File: src/rtl/cycle_sequencer_pkg.sv
// Shared types and constants for the CPU control path: FSM state encodings,
// ARM condition codes and the bit positions of the CPSR flags.
package cpu_pkg;

    typedef enum logic [2:0] {
        ST_RESET = 3'd0,
        ST_FETCH = 3'd1,
        ST_READ  = 3'd2,
        ST_MEM   = 3'd3,
        ST_WB    = 3'd4,
        ST_HALT  = 3'd5,
        ST_ERR   = 3'd6
    } state_t;

    localparam logic [3:0] COND_EQ = 4'h0;
    localparam logic [3:0] COND_NE = 4'h1;
    localparam logic [3:0] COND_CS = 4'h2;
    localparam logic [3:0] COND_CC = 4'h3;
    localparam logic [3:0] COND_MI = 4'h4;
    localparam logic [3:0] COND_PL = 4'h5;
    localparam logic [3:0] COND_VS = 4'h6;
    localparam logic [3:0] COND_VC = 4'h7;
    localparam logic [3:0] COND_HI = 4'h8;
    localparam logic [3:0] COND_LS = 4'h9;
    localparam logic [3:0] COND_GE = 4'hA;
    localparam logic [3:0] COND_LT = 4'hB;
    localparam logic [3:0] COND_GT = 4'hC;
    localparam logic [3:0] COND_LE = 4'hD;
    localparam logic [3:0] COND_AL = 4'hE;

    localparam int FLAG_N = 3;
    localparam int FLAG_Z = 2;
    localparam int FLAG_C = 1;
    localparam int FLAG_V = 0;

endpackage

File: src/rtl/cycle_sequencer_if.sv
// Control bundle between the cycle sequencer (master) and the datapath blocks
// it steers (slave): decoded instruction fields in, phase enables out.
interface cycle_sequencer_if #(
    parameter int CNT_W = 8
);
    logic             halt;
    logic [3:0]       cond_field;
    logic [3:0]       cpsr;
    logic             is_mem;
    logic             is_branch;
    logic             is_link;
    logic             set_flags;
    logic             mem_ready;

    logic             instruction_en;
    logic             read_en;
    logic             ldr_str_en;
    logic             write_en;
    logic             cpsr_we;
    logic             pc_load;
    logic             br_taken;
    logic             r14_write;
    logic             mem_err;
    logic [2:0]       state_dbg;
    logic [CNT_W-1:0] retired_cnt;
    logic [CNT_W-1:0] annulled_cnt;

    modport master (
        input  halt, cond_field, cpsr, is_mem, is_branch, is_link, set_flags, mem_ready,
        output instruction_en, read_en, ldr_str_en, write_en, cpsr_we, pc_load,
               br_taken, r14_write, mem_err, state_dbg, retired_cnt, annulled_cnt
    );

    modport slave (
        output halt, cond_field, cpsr, is_mem, is_branch, is_link, set_flags, mem_ready,
        input  instruction_en, read_en, ldr_str_en, write_en, cpsr_we, pc_load,
               br_taken, r14_write, mem_err, state_dbg, retired_cnt, annulled_cnt
    );
endinterface

File: src/rtl/cycle_sequencer_cond_eval.sv
// Combinational ARM condition-field check against the CPSR flags {N,Z,C,V}.
// Code 4'hF (the old NV slot) never passes.
module cond_eval
    import cpu_pkg::*;
(
    input  logic [3:0] cond_field,
    input  logic [3:0] cpsr,
    output logic       pass
);
    logic n, z, c, v;

    assign n = cpsr[FLAG_N];
    assign z = cpsr[FLAG_Z];
    assign c = cpsr[FLAG_C];
    assign v = cpsr[FLAG_V];

    always_comb begin
        pass = 1'b0;
        case (cond_field)
            COND_EQ: pass = z;
            COND_NE: pass = !z;
            COND_CS: pass = c;
            COND_CC: pass = !c;
            COND_MI: pass = n;
            COND_PL: pass = !n;
            COND_VS: pass = v;
            COND_VC: pass = !v;
            COND_HI: pass = c && !z;
            COND_LS: pass = !c || z;
            COND_GE: pass = (n == v);
            COND_LT: pass = (n != v);
            COND_GT: pass = !z && (n == v);
            COND_LE: pass = z || (n != v);
            COND_AL: pass = 1'b1;
            default: pass = 1'b0;
        endcase
    end
endmodule

File: src/rtl/cycle_sequencer.sv
// Multi-cycle FETCH/READ/MEM/WB control FSM with condition annulment and a
// bounded data-memory wait. Perf counters are built only with CYCLE_SEQ_PERF_EN.
module cycle_sequencer
    import cpu_pkg::*;
#(
    parameter int MEM_WAIT_MAX = 4,
    parameter int CNT_W        = 8
) (
    input  logic               clk,
    input  logic               rst,
    cycle_sequencer_if.master  bus
);
    localparam logic [3:0] WAIT_LIMIT = 4'(MEM_WAIT_MAX);

    state_t     state_reg, state_next;
    logic       cond_pass_reg, cond_pass_next;
    logic [3:0] wait_cnt_reg, wait_cnt_next;
    logic       cond_ok;

    cond_eval u_cond_eval (
        .cond_field (bus.cond_field),
        .cpsr       (bus.cpsr),
        .pass       (cond_ok)
    );

    always_ff @(posedge clk) begin
        if (rst) begin
            state_reg     <= ST_RESET;
            cond_pass_reg <= 1'b0;
            wait_cnt_reg  <= 4'd0;
        end else begin
            state_reg     <= state_next;
            cond_pass_reg <= cond_pass_next;
            wait_cnt_reg  <= wait_cnt_next;
        end
    end

    always_comb begin
        state_next     = state_reg;
        cond_pass_next = cond_pass_reg;
        wait_cnt_next  = wait_cnt_reg;
        case (state_reg)
            ST_RESET: state_next = ST_FETCH;
            ST_FETCH: state_next = ST_READ;
            ST_READ: begin
                cond_pass_next = cond_ok;
                wait_cnt_next  = 4'd1;
                state_next     = (bus.is_mem && cond_ok) ? ST_MEM : ST_WB;
            end
            ST_MEM: begin
                // A completion arriving on the limit cycle still counts.
                if (bus.mem_ready) begin
                    state_next = ST_WB;
                end else if (wait_cnt_reg >= WAIT_LIMIT) begin
                    state_next = ST_ERR;
                end else begin
                    wait_cnt_next = wait_cnt_reg + 4'd1;
                end
            end
            ST_WB:   state_next = bus.halt ? ST_HALT : ST_FETCH;
            ST_HALT: state_next = ST_HALT;
            ST_ERR:  state_next = ST_ERR;
            default: state_next = ST_RESET;
        endcase
    end

    always_comb begin
        bus.instruction_en = 1'b0;
        bus.read_en        = 1'b0;
        bus.ldr_str_en     = 1'b0;
        bus.write_en       = 1'b0;
        bus.cpsr_we        = 1'b0;
        bus.pc_load        = 1'b0;
        bus.br_taken       = 1'b0;
        bus.r14_write      = 1'b0;
        case (state_reg)
            ST_FETCH: bus.instruction_en = 1'b1;
            ST_READ:  bus.read_en        = 1'b1;
            ST_MEM:   bus.ldr_str_en     = 1'b1;
            ST_WB: begin
                bus.pc_load   = 1'b1;
                bus.write_en  = cond_pass_reg && !bus.is_branch;
                bus.cpsr_we   = cond_pass_reg && bus.set_flags;
                bus.br_taken  = cond_pass_reg && bus.is_branch;
                bus.r14_write = cond_pass_reg && bus.is_branch && bus.is_link;
            end
            default: ;
        endcase
    end

    // ERR is only left through reset, so the state itself is the sticky flag.
    assign bus.mem_err   = (state_reg == ST_ERR);
    assign bus.state_dbg = state_reg;

`ifdef CYCLE_SEQ_PERF_EN
    // Counter 0 tracks retired instructions, counter 1 annulled ones.
    for (genvar gi = 0; gi < 2; gi++) begin : g_perf
        logic [CNT_W-1:0] cnt_reg;
        logic             hit;

        assign hit = (state_reg == ST_WB) && (cond_pass_reg == (gi == 0));

        always_ff @(posedge clk) begin
            if (rst) begin
                cnt_reg <= '0;
            end else if (hit && (cnt_reg != '1)) begin
                cnt_reg <= cnt_reg + 1'b1;
            end
        end
    end
    assign bus.retired_cnt  = g_perf[0].cnt_reg;
    assign bus.annulled_cnt = g_perf[1].cnt_reg;
`else
    assign bus.retired_cnt  = '0;
    assign bus.annulled_cnt = '0;
`endif

endmodule

File: src/flat_wrapper.sv
// flat-port wrapper written by rule: the top's interface ports become plain ports
module cycle_sequencer_flat import cpu_pkg::*;
#(
    parameter int MEM_WAIT_MAX = 4,
    parameter int CNT_W        = 8
)
  (clk, rst, bus_halt, bus_cond_field, bus_cpsr, bus_is_mem, bus_is_branch, bus_is_link, bus_set_flags, bus_mem_ready, bus_instruction_en, bus_read_en, bus_ldr_str_en, bus_write_en, bus_cpsr_we, bus_pc_load, bus_br_taken, bus_r14_write, bus_mem_err, bus_state_dbg, bus_retired_cnt, bus_annulled_cnt);
  cycle_sequencer_if #(.CNT_W(CNT_W)) bus_i ();
  input  logic clk;
  input  logic rst;
  input wire logic [$bits(bus_i.halt)-1:0] bus_halt;
  input wire logic [$bits(bus_i.cond_field)-1:0] bus_cond_field;
  input wire logic [$bits(bus_i.cpsr)-1:0] bus_cpsr;
  input wire logic [$bits(bus_i.is_mem)-1:0] bus_is_mem;
  input wire logic [$bits(bus_i.is_branch)-1:0] bus_is_branch;
  input wire logic [$bits(bus_i.is_link)-1:0] bus_is_link;
  input wire logic [$bits(bus_i.set_flags)-1:0] bus_set_flags;
  input wire logic [$bits(bus_i.mem_ready)-1:0] bus_mem_ready;
  output wire logic [$bits(bus_i.instruction_en)-1:0] bus_instruction_en;
  output wire logic [$bits(bus_i.read_en)-1:0] bus_read_en;
  output wire logic [$bits(bus_i.ldr_str_en)-1:0] bus_ldr_str_en;
  output wire logic [$bits(bus_i.write_en)-1:0] bus_write_en;
  output wire logic [$bits(bus_i.cpsr_we)-1:0] bus_cpsr_we;
  output wire logic [$bits(bus_i.pc_load)-1:0] bus_pc_load;
  output wire logic [$bits(bus_i.br_taken)-1:0] bus_br_taken;
  output wire logic [$bits(bus_i.r14_write)-1:0] bus_r14_write;
  output wire logic [$bits(bus_i.mem_err)-1:0] bus_mem_err;
  output wire logic [$bits(bus_i.state_dbg)-1:0] bus_state_dbg;
  output wire logic [$bits(bus_i.retired_cnt)-1:0] bus_retired_cnt;
  output wire logic [$bits(bus_i.annulled_cnt)-1:0] bus_annulled_cnt;
  assign bus_i.halt = bus_halt;
  assign bus_i.cond_field = bus_cond_field;
  assign bus_i.cpsr = bus_cpsr;
  assign bus_i.is_mem = bus_is_mem;
  assign bus_i.is_branch = bus_is_branch;
  assign bus_i.is_link = bus_is_link;
  assign bus_i.set_flags = bus_set_flags;
  assign bus_i.mem_ready = bus_mem_ready;
  assign bus_instruction_en = bus_i.instruction_en;
  assign bus_read_en = bus_i.read_en;
  assign bus_ldr_str_en = bus_i.ldr_str_en;
  assign bus_write_en = bus_i.write_en;
  assign bus_cpsr_we = bus_i.cpsr_we;
  assign bus_pc_load = bus_i.pc_load;
  assign bus_br_taken = bus_i.br_taken;
  assign bus_r14_write = bus_i.r14_write;
  assign bus_mem_err = bus_i.mem_err;
  assign bus_state_dbg = bus_i.state_dbg;
  assign bus_retired_cnt = bus_i.retired_cnt;
  assign bus_annulled_cnt = bus_i.annulled_cnt;
  cycle_sequencer #(.MEM_WAIT_MAX(MEM_WAIT_MAX), .CNT_W(CNT_W)) u_core (.clk(clk), .rst(rst), .bus(bus_i));
endmodule
File: config.mk
export PLATFORM = sky130hd
export DESIGN_NAME = cycle_sequencer_flat
export DESIGN_NICKNAME = d
export VERILOG_FILES = /design/src/rtl/cycle_sequencer_pkg.sv /design/src/rtl/cycle_sequencer_if.sv /design/src/rtl/cycle_sequencer_cond_eval.sv /design/src/rtl/cycle_sequencer.sv /design/src/flat_wrapper.sv
export SDC_FILE = /design/constraint.sdc
export NUM_CORES = 1
export LEC_CHECK = 0
export CAP_MARGIN = 30
export CORE_MARGIN = 8
export CORE_UTILIZATION = 37
export CTS_CLUSTER_DIAMETER = 80
export DETAILED_ROUTE_END_ITERATION = 8
export GPL_TIMING_DRIVEN = 0
export PLACE_DENSITY = 0.75
export SYNTH_ARGS = -nofsm -noshare
export SYNTH_HDL_FRONTEND = slang
export SYNTH_SLANG_ARGS = --single-unit
File: constraint.sdc
create_clock -name clk -period 2.5 [get_ports clk]
set_input_delay 0.5 -clock clk [delete_from_list [all_inputs] [get_ports clk]]
set_output_delay 0.5 -clock clk [all_outputs]
set_load 0.05 [all_outputs]
==> out/qor.csv <==
metric;value;unit
largest area contributor in the netlist;dfxtp_1;
fin. max-slew vios;0;
RSZ-0062 raised after global routing;false;
Antenna Nets Post-Route;0;
Crit. End Element;primary output;
clock transition at the registers of the reported paths;0.05;ns
Hold Violations, Final;0;
initial antenna violation count;0;
Worst slew margin;65.6;%
Final HPWL DP;1580;microns
worst-path maximum fanout;10;
fmax;420;MHz
total CTS buffers;3;
Die Width;60.9;microns
number of global-route vias before repair;721;
CTS tree;built;
Post-Route WL;1850;microns
Max IR drop VDD;211;uV
# setup viols final;0;
DR WL/cell;11.1;microns
number of flip-flops in the largest register;4;
critical path type;register to primary output;
Detailed Routing Iterations Pass 1;3;
IO Pins;44;
DRC;0;
Design Area, Final;1110;sq um
final core occ;57.9;%
Least-Margin Pin Slew;0.514;ns
top cell type's share of synthesized area;21.5;%
top cells by area in the synthesized netlist;dfxtp_1 (22%), buf_4 (16%), a21oi_1 (5.4%);
fin cells;167;
WL met2;899;microns
post-synthesis cell count;97;
worst min path class;register to register;
vias after detailed routing;752;
CTS Buffer Depth;2;
PD cells;471;nW/um^2
Cell Area, Placed;1100;sq um
min cycle time layout;2.38;ns
synthesis-stage register bit count;8;
die height;60.9;microns
Leakage;0.556;nW
1st-iter DRT viols;3;
routability cong.;0.777;
vias per cell;4.50;
Arr. time, crit path;1.88;ns
period utilization;95.1;%
Worst Path Required;2.00;ns
GRT Overall Usage;10.8;%
Rows;16;
dpl ws;0.00936;ns
synthesized area per cell;7.67;sq um
status;finished, final reports clean;
GRT overflow;0;
CTS root buf;clkbuf_4;
top sig layer;met4;
max-cap violations;0;
Fin Setup TNS;0;ns
synth unique cells;34;
first-pass GRT wire length;3050;microns
total core area;1920;sq um
dpl cells;164;
slack of the critical path;0.122;ns
nets;159;
Clock Latency Late Sink;0.25;ns
Synth warnings;0;
register area share after synthesis;21.5;%
met1 wire length;740;microns
DR WL met3;162;microns
H-Tree Depth;1;
starting density of the core;38.7;%
die area;3700;sq um
type of origin of the critical path;register;
largest net degree at the start of global routing;11;
Port Buffers;25;
clk_skew;0.00298;ns
layout cells sized above 1;20.0;%
P&R area growth vs syn;49.4;%
Antenna diodes;0;
clk sinks;8;
worst reg-to-reg setup slack;0.95;ns
synthesized area;744;sq um
[cell families after synthesis]
family	Yosys count	share of synthesized area [%]
simple gates	40	30.3
buf+inv	24	20.3
compound gates	19	20.7
flops	8	21.5
xor+xnor	2	2.35
mux	2	2.69
fa+ha+maj	1	1.68
other cells	1	0.504
[path summary, 6_finish.rpt]
check	from	end	depth (start not counted)
worst max register to register	u_core.bus.state_dbg[1]$_SDFFE_PP0P_	u_core.bus.state_dbg[0]$_SDFFE_PP0P_	6
worst min register to register	u_core.wait_cnt_reg[3]$_SDFFE_PP0P_	u_core.wait_cnt_reg[3]$_SDFFE_PP0P_	1
worst max-delay path	u_core.bus.state_dbg[0]$_SDFFE_PP0P_	bus_pc_load	3
worst min-delay path	u_core.wait_cnt_reg[3]$_SDFFE_PP0P_	u_core.wait_cnt_reg[3]$_SDFFE_PP0P_	1
[metal layers]
layer,vias up,global-route usage (%)
met5,-,0
li1,393,-
met3,4,3.39
met4,0,7.97
met1,325,9.65
met2,30,19.8
[synthesized netlist by cell type]
master,n
a211oi_1,1
mux2i_1,2
dfxtp_1,8
and2_1,1
nor2_1,9
o31a_1,1
and3b_1,1
nand2_1,5
a311oi_2,1
ha_1,1
nor4b_1,1
nor3b_1,3
nor2b_1,5
nand2b_1,4
or3_4,1
o211a_1,1
and3_1,3
inv_1,4
o21ai_0,2
buf_4,16
nor3_1,5
xor2_1,1
a21oi_1,8
buf_2,1
clkbuf_1,2
or3b_2,1
or3_1,1
xnor2_1,1
conb_1,1
o32ai_1,1
a2111oi_4,1
o2bb2ai_1,2
buf_1,1
a211o_1,1
[cell type report]
type | count | area (sq um)
inverter | 4 | 15.0
clock buffer | 3 | 22.5
fill | 194 | 810
buffer | 20 | 136
sequential | 8 | 161
tap | 27 | 33.8
timing repair buffer | 25 | 240
multi-input combinational | 80 | 503
[report_power, final]
part           leakage, nW  switching (mW)  internal, mW
clock network       0.0138          0.0417        0.0548
logic                0.477           0.182        0.0967
registers           0.0657         0.00900         0.139
[cell usage in the layout, fill, tap and decap left out, types with 2 or more instances in the layout]
master,Yosys,final
o21ai_0,2,2
dlygate4sd2_1,0,6
nand2b_1,4,4
nor2_1,9,9
clkbuf_4,0,3
nor3_1,5,5
dfxtp_1,8,7
mux2i_1,2,2
a21oi_1,8,8
inv_1,4,4
nor3b_1,3,2
clkbuf_1,2,2
nor2b_1,5,4
buf_4,16,16
o2bb2ai_1,2,2
and3_1,3,3
clkdlybuf4s50_1,0,17
conb_1,1,16
nand2_1,5,5
[repair_timing]
item                       CTS  global route
hold buffers                 0             0
setup buffers                0             0
setup endpoints to repair    7             2
gates resized for setup      7             3
[metrics by stage]
stage	total power [mW]	hold WS, ns
after floorplan	0.363	0.426
after global placement	0.430	0.435
after detailed placement	0.435	0.449
after CTS	0.528	0.456
after global routing	0.558	0.477
final	0.523	0.452
[worst max-delay path: stages (launching register included)]
cell             delay (ns)
dfxtp_1                0.31
clkbuf_1               0.22
nor3b_4                0.26
clkdlybuf4s50_1        0.84
No activity file was read; power rests on OpenSTA's default activity.
